### src/rtl/mem_arb_pkg.sv
// ============================================================================
// Module      : mem_arb_pkg
// Description : Shared types for the IF/MEM single-port memory arbiter.
//               Holds the arbiter FSM state enum and the grant-select enum.
//               The bus command encodings are normally provided by
//               sys_defs.vh. The guarded fallbacks below apply only when
//               that header has not been included first, so the shared
//               encodings are never overridden.
// Revision    : 1.0 - initial release
// ============================================================================
`default_nettype none

`ifndef BUS_NONE
`define BUS_NONE  2'h0
`endif
`ifndef BUS_LOAD
`define BUS_LOAD  2'h1
`endif
`ifndef BUS_STORE
`define BUS_STORE 2'h2
`endif

package mem_arb_pkg;

    typedef enum logic [1:0] {
        IDLE    = 2'd0,
        IF_BUSY = 2'd1,
        DM_BUSY = 2'd2
    } arb_state_e;

    typedef enum logic [1:0] {
        GRANT_NONE = 2'd0,
        GRANT_IF   = 2'd1,
        GRANT_DM   = 2'd2
    } grant_e;

endpackage

`default_nettype wire

### src/rtl/pipeline_mem_arbiter_if.sv
// ============================================================================
// Module      : pipeline_mem_arbiter_if
// Description : Unified memory bus between the arbiter (master) and the
//               memory (slave).
//   bus_command  master->slave  2       command (NONE/LOAD/STORE)
//   bus_addr     master->slave  ADDR_W  address, held until bus_ack
//   bus_wdata    master->slave  DATA_W  store data, held until bus_ack
//   bus_rdata    slave->master  DATA_W  read data, valid with bus_ack
//   bus_ack      slave->master  1       current command completes this cycle
// Revision    : 1.0 - initial release
// ============================================================================
`default_nettype none

interface pipeline_mem_arbiter_if #(
    parameter int ADDR_W = 32,
    parameter int DATA_W = 32
) ();

    logic [1:0]        bus_command;
    logic [ADDR_W-1:0] bus_addr;
    logic [DATA_W-1:0] bus_wdata;
    logic [DATA_W-1:0] bus_rdata;
    logic              bus_ack;

    modport master (
        output bus_command,
        output bus_addr,
        output bus_wdata,
        input  bus_rdata,
        input  bus_ack
    );

    modport slave (
        input  bus_command,
        input  bus_addr,
        input  bus_wdata,
        output bus_rdata,
        output bus_ack
    );

endinterface

`default_nettype wire

### src/rtl/mem_arb_prio.sv
// ============================================================================
// Module      : mem_arb_prio
// Description : Combinational fetch-vs-data priority pick. Data wins by
//               default. With MEM_ARB_FAIRNESS_EN defined, a saturating
//               counter of consecutive data grants made while a fetch is
//               pending forces one fetch grant once it reaches
//               MAX_DATA_BURST.
//   clk, rst     clock / async active-high reset (counter only)
//   if_req_i     fetch request
//   dm_req_i     data request (command != NONE)
//   arb_en_i     arbiter is in IDLE; a non-NONE grant is taken this cycle
//   grant_o      selected requester
// Macro       : MEM_ARB_FAIRNESS_EN
// Revision    : 1.0 - initial release
// ============================================================================
`default_nettype none

module mem_arb_prio
    import mem_arb_pkg::*;
#(
    parameter int MAX_DATA_BURST = 4
) (
    input  wire logic clk,
    input  wire logic rst,
    input  wire logic if_req_i,
    input  wire logic dm_req_i,
    input  wire logic arb_en_i,
    output grant_e    grant_o
);

`ifdef MEM_ARB_FAIRNESS_EN
    localparam int               CNT_W     = $clog2(MAX_DATA_BURST + 1);
    localparam logic [CNT_W-1:0] C_CNT_MAX = CNT_W'(MAX_DATA_BURST);

    logic [CNT_W-1:0] burst_cnt_q;
    logic [CNT_W-1:0] burst_cnt_d;
    logic             w_force_if;

    // Override only matters while a fetch is actually waiting.
    assign w_force_if = if_req_i && (burst_cnt_q >= C_CNT_MAX);

    always_comb begin
        grant_o = GRANT_NONE;
        if (dm_req_i && !w_force_if) begin
            grant_o = GRANT_DM;
        end else if (if_req_i) begin
            grant_o = GRANT_IF;
        end
    end

    // A data grant with no fetch waiting breaks the run of starved fetches.
    always_comb begin
        burst_cnt_d = burst_cnt_q;
        if (arb_en_i) begin
            if (grant_o == GRANT_IF) begin
                burst_cnt_d = '0;
            end else if (grant_o == GRANT_DM) begin
                if (!if_req_i) begin
                    burst_cnt_d = '0;
                end else if (burst_cnt_q < C_CNT_MAX) begin
                    burst_cnt_d = burst_cnt_q + 1'b1;
                end
            end
        end
    end

    always_ff @(posedge clk or posedge rst) begin
        if (rst) begin
            burst_cnt_q <= '0;
        end else begin
            burst_cnt_q <= burst_cnt_d;
        end
    end
`else
    logic w_unused;
    assign w_unused = &{1'b0, clk, rst, arb_en_i};

    always_comb begin
        grant_o = GRANT_NONE;
        if (dm_req_i) begin
            grant_o = GRANT_DM;
        end else if (if_req_i) begin
            grant_o = GRANT_IF;
        end
    end
`endif

endmodule

`default_nettype wire

### src/rtl/pipeline_mem_arbiter.sv
// ============================================================================
// Module      : pipeline_mem_arbiter
// Description : Single-port memory arbiter between the IF and MEM stages.
//               Grants one requester per bus transaction, holds the bus
//               registers stable until bus_ack, returns data with a one-cycle
//               done pulse and drives the pipeline stall outputs.
//   clk, rst              clock / async active-high reset
//   if_req_i, if_addr_i   fetch request and PC
//   if_rdata_o, if_done_o fetched instruction, completion pulse
//   if_stall_o            if_req_i && !if_done_o
//   dm_command_i          NONE/LOAD/STORE from MEM stage
//   dm_addr_i, dm_wdata_i data address and store data
//   dm_rdata_o, dm_done_o load data, completion pulse
//   dm_stall_o            data request && !dm_done_o
//   bus                   memory bus (master modport)
// Macro       : MEM_ARB_FAIRNESS_EN (fetch fairness after MAX_DATA_BURST)
// Revision    : 1.0 - initial release
// ============================================================================
`default_nettype none

module pipeline_mem_arbiter
    import mem_arb_pkg::*;
#(
    parameter int MAX_DATA_BURST = 4,
    parameter int ADDR_W         = 32,
    parameter int DATA_W         = 32
) (
    input  wire logic              clk,
    input  wire logic              rst,
    input  wire logic              if_req_i,
    input  wire logic [ADDR_W-1:0] if_addr_i,
    output logic      [DATA_W-1:0] if_rdata_o,
    output logic                   if_done_o,
    output logic                   if_stall_o,
    input  wire logic [1:0]        dm_command_i,
    input  wire logic [ADDR_W-1:0] dm_addr_i,
    input  wire logic [DATA_W-1:0] dm_wdata_i,
    output logic      [DATA_W-1:0] dm_rdata_o,
    output logic                   dm_done_o,
    output logic                   dm_stall_o,
    pipeline_mem_arbiter_if.master bus
);

    arb_state_e        state_q, state_d;
    logic [1:0]        bus_cmd_q, bus_cmd_d;
    logic [ADDR_W-1:0] bus_addr_q, bus_addr_d;
    logic [DATA_W-1:0] bus_wdata_q, bus_wdata_d;
    logic              w_dm_req;
    grant_e            w_grant;

    assign w_dm_req = (dm_command_i != `BUS_NONE);

    mem_arb_prio #(
        .MAX_DATA_BURST (MAX_DATA_BURST)
    ) u_prio (
        .clk      (clk),
        .rst      (rst),
        .if_req_i (if_req_i),
        .dm_req_i (w_dm_req),
        .arb_en_i (state_q == IDLE),
        .grant_o  (w_grant)
    );

    always_ff @(posedge clk or posedge rst) begin
        if (rst) begin
            state_q     <= IDLE;
            bus_cmd_q   <= `BUS_NONE;
            bus_addr_q  <= '0;
            bus_wdata_q <= '0;
        end else begin
            state_q     <= state_d;
            bus_cmd_q   <= bus_cmd_d;
            bus_addr_q  <= bus_addr_d;
            bus_wdata_q <= bus_wdata_d;
        end
    end

    // Requester inputs are only looked at in IDLE; in BUSY the bus registers
    // simply hold until the memory acknowledges.
    always_comb begin
        state_d     = state_q;
        bus_cmd_d   = bus_cmd_q;
        bus_addr_d  = bus_addr_q;
        bus_wdata_d = bus_wdata_q;
        if_done_o   = 1'b0;
        dm_done_o   = 1'b0;
        case (state_q)
            IDLE: begin
                if (w_grant == GRANT_DM) begin
                    state_d     = DM_BUSY;
                    bus_cmd_d   = dm_command_i;
                    bus_addr_d  = dm_addr_i;
                    bus_wdata_d = dm_wdata_i;
                end else if (w_grant == GRANT_IF) begin
                    state_d    = IF_BUSY;
                    bus_cmd_d  = `BUS_LOAD;
                    bus_addr_d = if_addr_i;
                end
            end
            IF_BUSY: begin
                if (bus.bus_ack) begin
                    if_done_o = 1'b1;
                    state_d   = IDLE;
                    bus_cmd_d = `BUS_NONE;
                end
            end
            DM_BUSY: begin
                if (bus.bus_ack) begin
                    dm_done_o = 1'b1;
                    state_d   = IDLE;
                    bus_cmd_d = `BUS_NONE;
                end
            end
            default: begin
                state_d   = IDLE;
                bus_cmd_d = `BUS_NONE;
            end
        endcase
    end

    assign bus.bus_command = bus_cmd_q;
    assign bus.bus_addr    = bus_addr_q;
    assign bus.bus_wdata   = bus_wdata_q;

    // Read data is only meaningful alongside the matching done pulse.
    assign if_rdata_o = bus.bus_rdata;
    assign dm_rdata_o = bus.bus_rdata;

    assign if_stall_o = if_req_i && !if_done_o;
    assign dm_stall_o = w_dm_req && !dm_done_o;

endmodule

`default_nettype wire

### src/flat_wrapper.sv
// flat-port wrapper written by rule: the top's interface ports become plain ports
module pipeline_mem_arbiter_flat import mem_arb_pkg::*;
#(
    parameter int MAX_DATA_BURST = 4,
    parameter int ADDR_W         = 32,
    parameter int DATA_W         = 32
)
  (clk, rst, if_req_i, if_addr_i, if_rdata_o, if_done_o, if_stall_o, dm_command_i, dm_addr_i, dm_wdata_i, dm_rdata_o, dm_done_o, dm_stall_o, bus_bus_command, bus_bus_addr, bus_bus_wdata, bus_bus_rdata, bus_bus_ack);
  pipeline_mem_arbiter_if #(.ADDR_W(ADDR_W), .DATA_W(DATA_W)) bus_i ();
  input  wire logic clk;
  input  wire logic rst;
  input  wire logic if_req_i;
  input  wire logic [ADDR_W-1:0] if_addr_i;
  output logic      [DATA_W-1:0] if_rdata_o;
  output logic if_done_o;
  output logic if_stall_o;
  input  wire logic [1:0] dm_command_i;
  input  wire logic [ADDR_W-1:0] dm_addr_i;
  input  wire logic [DATA_W-1:0] dm_wdata_i;
  output logic      [DATA_W-1:0] dm_rdata_o;
  output logic dm_done_o;
  output logic dm_stall_o;
  output wire logic [$bits(bus_i.bus_command)-1:0] bus_bus_command;
  output wire logic [$bits(bus_i.bus_addr)-1:0] bus_bus_addr;
  output wire logic [$bits(bus_i.bus_wdata)-1:0] bus_bus_wdata;
  input wire logic [$bits(bus_i.bus_rdata)-1:0] bus_bus_rdata;
  input wire logic [$bits(bus_i.bus_ack)-1:0] bus_bus_ack;
  assign bus_bus_command = bus_i.bus_command;
  assign bus_bus_addr = bus_i.bus_addr;
  assign bus_bus_wdata = bus_i.bus_wdata;
  assign bus_i.bus_rdata = bus_bus_rdata;
  assign bus_i.bus_ack = bus_bus_ack;
  pipeline_mem_arbiter #(.MAX_DATA_BURST(MAX_DATA_BURST), .ADDR_W(ADDR_W), .DATA_W(DATA_W)) u_core (.clk(clk), .rst(rst), .if_req_i(if_req_i), .if_addr_i(if_addr_i), .if_rdata_o(if_rdata_o), .if_done_o(if_done_o), .if_stall_o(if_stall_o), .dm_command_i(dm_command_i), .dm_addr_i(dm_addr_i), .dm_wdata_i(dm_wdata_i), .dm_rdata_o(dm_rdata_o), .dm_done_o(dm_done_o), .dm_stall_o(dm_stall_o), .bus(bus_i));
endmodule
### config.mk
export PLATFORM = sky130hd
export DESIGN_NAME = pipeline_mem_arbiter_flat
export DESIGN_NICKNAME = d
export VERILOG_FILES = /design/src/rtl/mem_arb_pkg.sv /design/src/rtl/pipeline_mem_arbiter_if.sv /design/src/rtl/mem_arb_prio.sv /design/src/rtl/pipeline_mem_arbiter.sv /design/src/flat_wrapper.sv
export SDC_FILE = /design/constraint.sdc
export NUM_CORES = 1
export LEC_CHECK = 0
export BUFFER_PORTS_ARGS = -buffer_cell sky130_fd_sc_hd__buf_2
export CORE_AREA = 2 2 105 107
export DETAILED_ROUTE_END_ITERATION = 10
export DIE_AREA = 0 0 107 109
export GPL_TIMING_DRIVEN = 0
export PLACE_DENSITY_LB_ADDON = 0.2
export SETUP_SLACK_MARGIN = 0.02
export SLEW_MARGIN = 20
export SYNTH_ARGS = -nofsm -noshare
export SYNTH_HDL_FRONTEND = slang
export SYNTH_SLANG_ARGS = --single-unit
### constraint.sdc
create_clock -name clk -period 2.6 [get_ports clk]
set_input_delay 0.26 -clock clk [delete_from_list [all_inputs] [get_ports clk]]
set_output_delay 0.26 -clock clk [all_outputs]
set_load 0.02 [all_outputs]
Yosys cells after proc, flatten, opt, wreduce, memory -nomap -nowiden --
Index checks and enable logic that the tools add are counted.
Word-level totals: output and inout port bits 134, input bits 134, word-level logic and storage cells 34, register bits 68
Cells by class: muxes and demuxes 13, equal/unequal tests 6, reduce and logical (&&, ||, !) cells 11
Operator list (number):
- 32-bit two-way mux | 2
- 2-bit two-way mux | 5
- 2-bit one-hot mux with 2 select lines | 2
- 2-bit AND reduction | 3
- 2-bit by 1-bit == test with 1-bit output, second input constant | 2
- 2-bit == test, second input constant | 2
- 1-bit two-way mux | 4
- 2-bit nonzero test | 2
- 3-bit by 1-bit inequality test with 1-bit output, second input constant | 1
- 1-bit logical AND | 2
- 1-bit logical NOT | 2
- 2-bit logical NOT | 1
- 2-bit by 1-bit inequality test with 1-bit output, second input constant | 1
- 2-bit OR reduction | 1

Logic depth before layout (Yosys ltp) --
Gate-level depths: netlist (run 1).
depth after elaboration 6, mapped depth 6

By module --
A second synthesis (run 1) with hierarchy kept.
Second synthesis, totals: cells, all modules 311, area, all modules 3582.2 um2
By module, submodules not included:
- pipeline_mem_arbiter | area an instance 3560.9 um2, instances 1, cells an instance 309
- mem_arb_prio | area an instance 21.3 um2, instances 1, cells an instance 2

Worst setup path before layout (run 1) --
OpenSTA, ideal clock, no wires.
kind register to register, start point register u_core.state_q[0], end point register u_core.bus_wdata_q[16] (netlist: u_core.bus.bus_wdata[16]), arrival time 1369 ps, path buffers 1, stages on the path, launching flop included 6, clock period less this slack 1494 ps, required time 2475 ps, library setup time 125 ps, setup slack 1106 ps, cell sequence dfrtp_1 > inv_1 > ha_1 > o21ai_2 > buf_2 > mux2_2
Between the ends: longest elaborated chain between the ends 2
RTL lines:
- start: declaration | RTL line pipeline_mem_arbiter.sv:44 | arb_state_e state_q, state_d;
- start signal: assignment | RTL line pipeline_mem_arbiter.sv:71 | state_q <= state_d;
- 2-bit logical NOT
- 2-bit AND reduction (no source line)
- end signal: assignment | RTL line pipeline_mem_arbiter.sv:74 | bus_wdata_q <= bus_wdata_d;
- end: declaration | RTL line pipeline_mem_arbiter.sv:47 | logic [DATA_W-1:0] bus_wdata_q, bus_wdata_d;
Every way passes these cells. A chain may end at the register's enable or synchronous reset.

Final worst setup path (run 1) --
start point register u_core.state_q[0], end point register u_core.bus_wdata_q[25] (netlist: u_core.bus.bus_wdata[25])
Same word-level chain as after synthesis.

==> out/results.md, run 1 <==
| Metric | Reported |
|:---|:---|
| Count of distinct cell types in the synthesized netlist | 24 |
| Post-CTS repair timing setup buffer count | 0 |
| Drt initial violations | 44 |
| Antenna violations before repair | 0 |
| Cell Area, Placed | 0.00479 mm2 |
| Portion of the post-synthesis area used by sequential elements | 0.497 |
| Setup tns final | 0 ns |
| RSZ-0062 raised after global routing | false |
| Final total power | 5.36 mW |
| Maximum number of pins on one net before global-route repair | 43 |
| Final RePlAce weighted congestion | 0.682 |
| Depth of the CTS H-tree | 3 |
| Total routing resource utilization after global routing | 0.141 |
| Number of CTS-inserted buffers | 9 |
| DRT Pass-1 Iters | 4 |
| Initial core utilization | 0.323 |
| Average wire per cell in the routed design | 12.0 um |
| CTS tree | built |
| Sort of element at the start of the critical path | register |
| CP Max Fanout | 10 |
| Critical setup path kind | reg2reg |
| Depth of the worst register-to-register path | 5 |
| Critical path required time | 2.82 ns |
| Average cell area after synthesis | 11.4 um2 |
| Net count of the finished layout | 685 |
| Tightest Pin Transition | 0.423 ns |
| Leak pwr | 2.66 nW |
| Die extent in x | 107 um |
| Total of flip-flops plus latches after synthesis | 68 |
| Worst min-delay path class | in2reg |
| Wire length of the first global-routing pass | 12700 um |
| Max Root-Sink Buffers | 2 |
| Worst R2R Start | u_core.state_q[0]$_DFFE_PP0P_ |
| Terminus of the critical flop-to-flop path | u_core.bus.bus_wdata[25]$_DFFE_PP0P_ |
| DPL Wire Length | 6820 um |
| Maximum capacitance violations | 0 |
| Die outline height | 109 um |
| Std-Cell Rows | 38 |
| Commonest non-fill, non-tap cells in the layout | 242 x sky130_fd_sc_hd__buf_2, 68 x sky130_fd_sc_hd__dfrtp_1, 64 x sky130_fd_sc_hd__buf_4 |
| Total of endpoints with negative setup slack in the final report | 0 |
| # port buffers | 234 |
| Run status | complete, no violations |
| Clk sink count | 68 |
| DRC Markers | 0 |
| Clock network latency to the later pin of the worst-skew pair | 0.34 ns |
| Via count of the first global-routing pass | 2783 |
| Area enclosed by the die boundary | 0.0117 mm2 |
| Power density over the cells | 1080 mW/mm2 |
| Post-Syn Instances | 301 |
| Ys Warns | 0 |
| Netlist Area Pre-Place | 0.00342 mm2 |
| # diodes | 0 |
| Fraction of layout instances using a drive strength above 1 | 0.653 |
| Final-report max-slew violation count | 0 |
| Final critical path time including I/O delays and setup | 1.72 ns |
| Synthesis-to-layout area growth | 45.6% |
| Placed cell count | 676 |
| Ports | 268 |
| Final period utilization | 0.661 |
| Final hold viol count | 0 |
| Finished Layout Cells | 693 |
| Arrival time of data at the critical path endpoint | 1.94 ns |
| Routed via count divided by cell count | 4.23 |
| Root buffer cell | sky130_fd_sc_hd__clkbuf_8 |
| Area leader, netlist | sky130_fd_sc_hd__dfrtp_1 |
| Placeable core region | 0.0106 mm2 |
| Worst max-slew margin expressed relative to the limit | 0.718 |
| Setup slack of the most critical reg-to-reg path | 0.88 ns |
| Routed Antenna Nets | 0 |
| Clk pin slew, worst setup/hold paths | 0.07 ns |
| WL final | 8300 um |
| Worst setup endpoint | u_core.bus.bus_wdata[25]$_DFFE_PP0P_ |
| Routed via count | 2928 |
| Cell types occupying the most area after synthesis | sky130_fd_sc_hd__dfrtp_1 50%, sky130_fd_sc_hd__buf_4 14%, sky130_fd_sc_hd__mux2_2 9.9% |
| Crit path capture type | register |
| Total nets after synthesis | 438 |
| Dpl ws | 0.865 ns |
| Clock tree skew after final layout | 0.00978 ns |
| Final cell area excluding filler cells | 0.00499 mm2 |
| Leading cell type in the layout, fill and taps excluded | sky130_fd_sc_hd__buf_2 |
| Gr ovfl total | 0 |
| Peak supply drop | 411 uV |
| FMAX | 0.582 GHz |
| Source of the critical timing path | u_core.state_q[0]$_DFFE_PP0P_ |
| Area share of the largest cell type after synthesis | 0.497 |
| Final Worst Setup Slack | 0.881 ns |
[cells in the mapped netlist, drive strengths merged]
library cell,n
ha,3
a21oi,4
nand2b,1
o22ai,2
and2,2
a22o,2
buf,75
mux2,32
nor2b,2
clkbuf,2
or2,1
mux2i,32
inv,5
nor2,3
o21ai,34
dfrtp,68
nand2,32
o31ai,1
[kinds of logic (layout without fill, tap and decap cells)]
kind of cell | after synthesis | after routing | synth area share
adder cells (fa/ha/maj) | 3 | 3 | 0.0110
multiplexers | 64 | 64 | 0.199
buffers and inverters | 82 | 334 | 0.170
AND/OR/NAND/NOR | 41 | 41 | 0.0515
AO/OA/AOI/OAI | 43 | 43 | 0.0716
flip-flops | 68 | 68 | 0.497
[worst max-delay path, stage by stage, from the launching register on]
cell	delay (ns)
sky130_fd_sc_hd__dfrtp_1	0.38
sky130_fd_sc_hd__inv_1	0.08
sky130_fd_sc_hd__ha_1	0.30
sky130_fd_sc_hd__o21ai_2	0.17
sky130_fd_sc_hd__buf_2	0.31
sky130_fd_sc_hd__mux2_2	0.36
[stage by stage]
stage          hold WS, ns   util
3_5_place_dp         0.264  0.452
2_1_floorplan        0.392      -
5_1_grt              0.119  0.470
4_1_cts              0.113  0.470
6_report             0.136  0.470
3_3_place_gp         0.460  0.450
[worst min-delay path by stage]
stage,from,end,cells past startpoint
4_1_cts,dm_wdata_i[23],u_core.bus.bus_wdata[23]$_DFFE_PP0P_,2
6_report,dm_wdata_i[23],u_core.bus.bus_wdata[23]$_DFFE_PP0P_,2
2_1_floorplan,dm_wdata_i[20],u_core.bus.bus_wdata[20]$_DFFE_PP0P_,1
5_1_grt,dm_wdata_i[20],u_core.bus.bus_wdata[20]$_DFFE_PP0P_,2
3_5_place_dp,rst,u_core.bus.bus_wdata[10]$_DFFE_PP0P_,2
3_3_place_gp,u_core.bus.bus_addr[28]$_DFFE_PP0P_,u_core.bus.bus_addr[28]$_DFFE_PP0P_,2
[cell type report]
type                       instances  area [um2]
fill                            1045        5620
clock inverter                     5        52.6
tap                              140         175
multi-input combinational        151        1140
sequential                        68        1700
clock buffer                      11         131
buffer                            77         564
inverter                           5        21.3
timing repair buffer             236        1200
[power by group]
part | switching (mW) | total (mW) | leakage (nW) | internal, mW
clock network | 0.398 | 0.837 | 0.0931 | 0.439
logic | 1.61 | 2.68 | 1.76 | 1.07
registers | 0.248 | 1.85 | 0.815 | 1.60
[what timing repair did]
action | CTS | global route
hold buffers | 1 | 0
resized for setup | 0 | 0
endpoints found under the hold margin | 26 | 0
[state kept, by name, indices dropped and copies added (netlist names)]
| register | flops |
|---|---|
| u_core.bus.bus_addr | 32 |
| u_core.bus.bus_wdata | 32 |
| u_core.bus.bus_command | 2 |
| u_core.state_q | 2 |
[per-layer routing]
layer  vias up  global-route usage  part of all wire
li1       1440                   -                 -
met2       145               0.266              0.52
met3         9              0.0436             0.090
met5         -                   0                 0
met4         0              0.0529             0.014
met1      1334               0.146              0.37
Power figures use the tool's default switching activity.
==> run 2, diff against run 1 <==
--- a/config.mk
+++ b/config.mk
@@ -6,9 +6,9 @@
 export NUM_CORES = 1
 export LEC_CHECK = 0
 export BUFFER_PORTS_ARGS = -buffer_cell sky130_fd_sc_hd__buf_2
-export CORE_AREA = 2 2 105 107
+export CORE_AREA = 2 2 104 106
 export DETAILED_ROUTE_END_ITERATION = 10
-export DIE_AREA = 0 0 107 109
+export DIE_AREA = 0 0 106 108
 export GPL_TIMING_DRIVEN = 0
 export PLACE_DENSITY_LB_ADDON = 0.2
 export SETUP_SLACK_MARGIN = 0.02
==> constraint.sdc (replaced) <==
create_clock -name clk -period 1.4 [get_ports clk]
set_input_delay 0.14 -clock clk [delete_from_list [all_inputs] [get_ports clk]]
set_output_delay 0.14 -clock clk [all_outputs]
set_load 0.02 [all_outputs]
==> run 2 against run 1 <==
Against the previous run: the flow now finishes with violations (setup timing); design area grew 7.9%; worst hold slack lost 0.11 ns; sequential power grew 89%.
==> out/results.md, run 2 (synthesized netlist as in run 1, its figures left out) <==
| Metric | Reported | Delta |
|:---|:---|:---|
| DRC Markers | 0 | unchanged |
| Cell family contributing the most delay on the critical path | flip-flops | was buffers and inverters |
| Arrival time of data at the critical path endpoint | 1.34 ns | was 1.94 ns |
| Fraction of layout instances using a drive strength above 1 | 0.687 | was 0.653 |
| Run status | finished with violations | was complete, no violations |
| FF+latch area | 0.00170 mm2 | about the same |
| Die extent in x | 106 um | was 107 um |
| RSZ-0062 raised after global routing | true | was false |
| Area taken by multi-input logic gates | 0.00132 mm2 | was 0.00114 mm2 |
| Area enclosed by the die boundary | 0.0114 mm2 | was 0.0117 mm2 |
| CP max-delay cell | sky130_fd_sc_hd__dfrtp_1 | unchanged |
| Initial core utilization | 0.335 | was 0.323 |
| Sort of element at the start of the critical path | register | unchanged |
| Hold path cells | 2 | unchanged |
| Gr ovfl total | 0 | unchanged |
| Maximum capacitance violations | 0 | unchanged |
| Worst max-slew margin expressed relative to the limit | 0.658 | was 0.718 |
| DPL Wire Length | 6940 um | was 6820 um |
| Final hold viol count | 0 | unchanged |
| Setup tns final | -1.75 ns | was 0 ns |
| CTS tree | built | unchanged |
| Critical path required time | 1.26 ns | was 2.82 ns |
| Setup slack of the most critical reg-to-reg path | -0.06 ns | was 0.88 ns |
| DRT Pass-1 Iters | 4 | unchanged |
| # diodes | 0 | unchanged |
| Smallest hold slack | 0.0275 ns | was 0.136 ns |
| WL final | 9180 um | was 8300 um |
| Met2 Wirelength | 4850 um | was 4330 um |
| Drt initial violations | 80 | was 44 |
| Worst min-delay path class | in2reg | unchanged |
| Utilization after layout | 0.526 | was 0.470 |
| Synthesis-to-layout area growth | 57.1% | was 45.6% |
| Critical setup path kind | reg2out | was reg2reg |
| Leading cell type in the layout, fill and taps excluded | sky130_fd_sc_hd__buf_2 | unchanged |
| Worst hold start | dm_wdata_i[6] | was dm_wdata_i[23] |
| Total of endpoints with negative setup slack in the final report | 35 | was 0 |
| Routed via count divided by cell count | 4.37 | was 4.23 |
| Peak supply drop | 861 uV | was 411 uV |
| CP Max Fanout | 3 | was 10 |
| Maximum number of pins on one net before global-route repair | 31 | was 43 |
| Routed Antenna Nets | 0 | unchanged |
| Root buffer cell | sky130_fd_sc_hd__clkbuf_8 | unchanged |
| Wire length of the first global-routing pass | 14300 um | was 12700 um |
| Average wire per cell in the routed design | 13.1 um | was 12.0 um |
| Net count of the finished layout | 695 | was 685 |
| Final Worst Setup Slack | -0.0835 ns | was 0.881 ns |
| Terminus of the critical flop-to-flop path | u_core.bus.bus_wdata[10]$_DFFE_PP0P_ | was u_core.bus.bus_wdata[25]$_DFFE_PP0P_ |
| Crit-path cells | inv_2, ha_4, and2_4, nor2b_1, buf_4 | was inv_1, ha_1, o21ai_2, buf_2, mux2_2 |
| Commonest non-fill, non-tap cells in the layout | 232 x sky130_fd_sc_hd__buf_2, 74 x sky130_fd_sc_hd__buf_4, 67 x sky130_fd_sc_hd__dfrtp_1 | was 242 x sky130_fd_sc_hd__buf_2, 68 x sky130_fd_sc_hd__dfrtp_1, 64 x sky130_fd_sc_hd__buf_4 |
| Final RePlAce weighted congestion | 0.728 | was 0.682 |
| Clock tree skew after final layout | 0.0114 ns | was 0.00978 ns |
| Critical path buffers and inverters | 2 | unchanged |
| Placeable core region | 0.0102 mm2 | was 0.0106 mm2 |
| Routed via count | 3049 | was 2928 |
| Worst R2R Start | u_core.state_q[1]$_DFFE_PP0P_ | was u_core.state_q[0]$_DFFE_PP0P_ |
| Total routing resource utilization after global routing | 0.156 | was 0.141 |
| Crit path capture type | output pin | was register |
| Depth of the CTS H-tree | 3 | unchanged |
| Number of CTS-inserted buffers | 9 | unchanged |
| Final critical path time including I/O delays and setup | 1.48 ns |  |
| Clk sink count | 68 | unchanged |
| Clk pin slew, worst setup/hold paths | 0.08 ns | was 0.07 ns |
| Ports | 268 | unchanged |
| Tightest Pin Transition | 0.512 ns | was 0.423 ns |
| Violations in the final reports | setup timing |  |
| Via count of the first global-routing pass | 2994 | was 2783 |
| Power density over the cells | 2150 mW/mm2 | was 1080 mW/mm2 |
| # port buffers | 234 | unchanged |
| Leak pwr | 2.92 nW | was 2.66 nW |
| Highest routed metal layer | met4 | unchanged |
| Routed wire length on met3 | 667 um | was 749 um |
| Depth of the worst register-to-register path | 5 | unchanged |
| Std-Cell Rows | 37 | was 38 |
| Final period utilization | 1.06 |  |
| Antenna violations before repair | 0 | unchanged |
| Metal1 wirelength | 3560 um | was 3110 um |
| Hold Crit Endpoint | u_core.bus.bus_wdata[6]$_DFFE_PP0P_ | was u_core.bus.bus_wdata[23]$_DFFE_PP0P_ |
| Clock network latency to the later pin of the worst-skew pair | 0.34 ns | about the same |
| Layout filler cell count | 950 | was 1045 |
| Max Root-Sink Buffers | 2 | unchanged |
| Final-report max-slew violation count | 0 | unchanged |
| Die outline height | 108 um | was 109 um |
| Stage delay of the slowest cell on the critical path | 0.40 ns | was 0.38 ns |
| FMAX | 0.674 GHz |  |
==> run 2: timing repair <==
action / in CTS / in global routing
setup buffers: 5 / 1
hold buffers: 1 / 0
cloned: 3 / 0
setup endpoints to repair: 68 / 69
endpoints found under the hold margin: 13 / 0
pin swaps: 3 / 2
resized for setup: 54 / 31
==> run 2: per-layer routing <==
layer / GRT usage / vias up
met3: 0.0332 / 7
met1: 0.185 / 1438
li1: - / 1464
met5: 0 / -
met4: 0.0479 / 0
met2: 0.282 / 140
==> run 2: final cells by class <==
type,count,share of cell area
Clock buffer,10,0.0256
Buffer,77,0.112
Timing Repair Buffer,246,0.246
Sequential cell,68,0.317
Inverter,5,0.00419
Clock inverter,5,0.0200
Multi-Input combinational cell,151,0.244
Tap cell,136,0.0316
==> run 2: metrics by stage <==
| stage | cells | setup slack [ns] | total power [mW] | instance area (um2) |
|---|---|---|---|---|
| after CTS | 697 | -0.0917 | 11.5 | 5310 |
| after global routing | 698 | -0.132 | 12.3 | 5380 |
| after detailed placement | 673 | -0.225 | 8.63 | 4820 |
| final | 698 | -0.0835 | 11.6 | 5380 |
| after floorplan | 301 | -0.0418 | 6.81 | 3440 |
| after global placement | 671 | -0.192 | 8.49 | 4780 |
==> run 2: worst max-delay path by stage <==
stage                             startpoint                              endpoint  slack (ns)  depth (start not counted)
2_1_floorplan  u_core.state_q[0]$_DFFE_PP0P_   u_core.bus.bus_wdata[0]$_DFFE_PP0P_       -0.04                          5
6_report       u_core.state_q[1]$_DFFE_PP0P_                            if_stall_o       -0.08                          5
3_3_place_gp   u_core.state_q[0]$_DFFE_PP0P_  u_core.bus.bus_wdata[14]$_DFFE_PP0P_       -0.19                          5
5_1_grt        u_core.state_q[0]$_DFFE_PP0P_                             dm_done_o       -0.13                          4
4_1_cts        u_core.state_q[0]$_DFFE_PP0P_                            dm_stall_o       -0.09                          5
3_5_place_dp   u_core.state_q[1]$_DFFE_PP0P_  u_core.bus.bus_wdata[12]$_DFFE_PP0P_       -0.22                          5
==> run 2: report_power, final <==
group / switching, mW / leakage (nW) / internal (mW)
clock network: 0.779 / 0.123 / 1.24
logic: 3.28 / 1.98 / 2.78
registers: 0.531 / 0.813 / 2.97
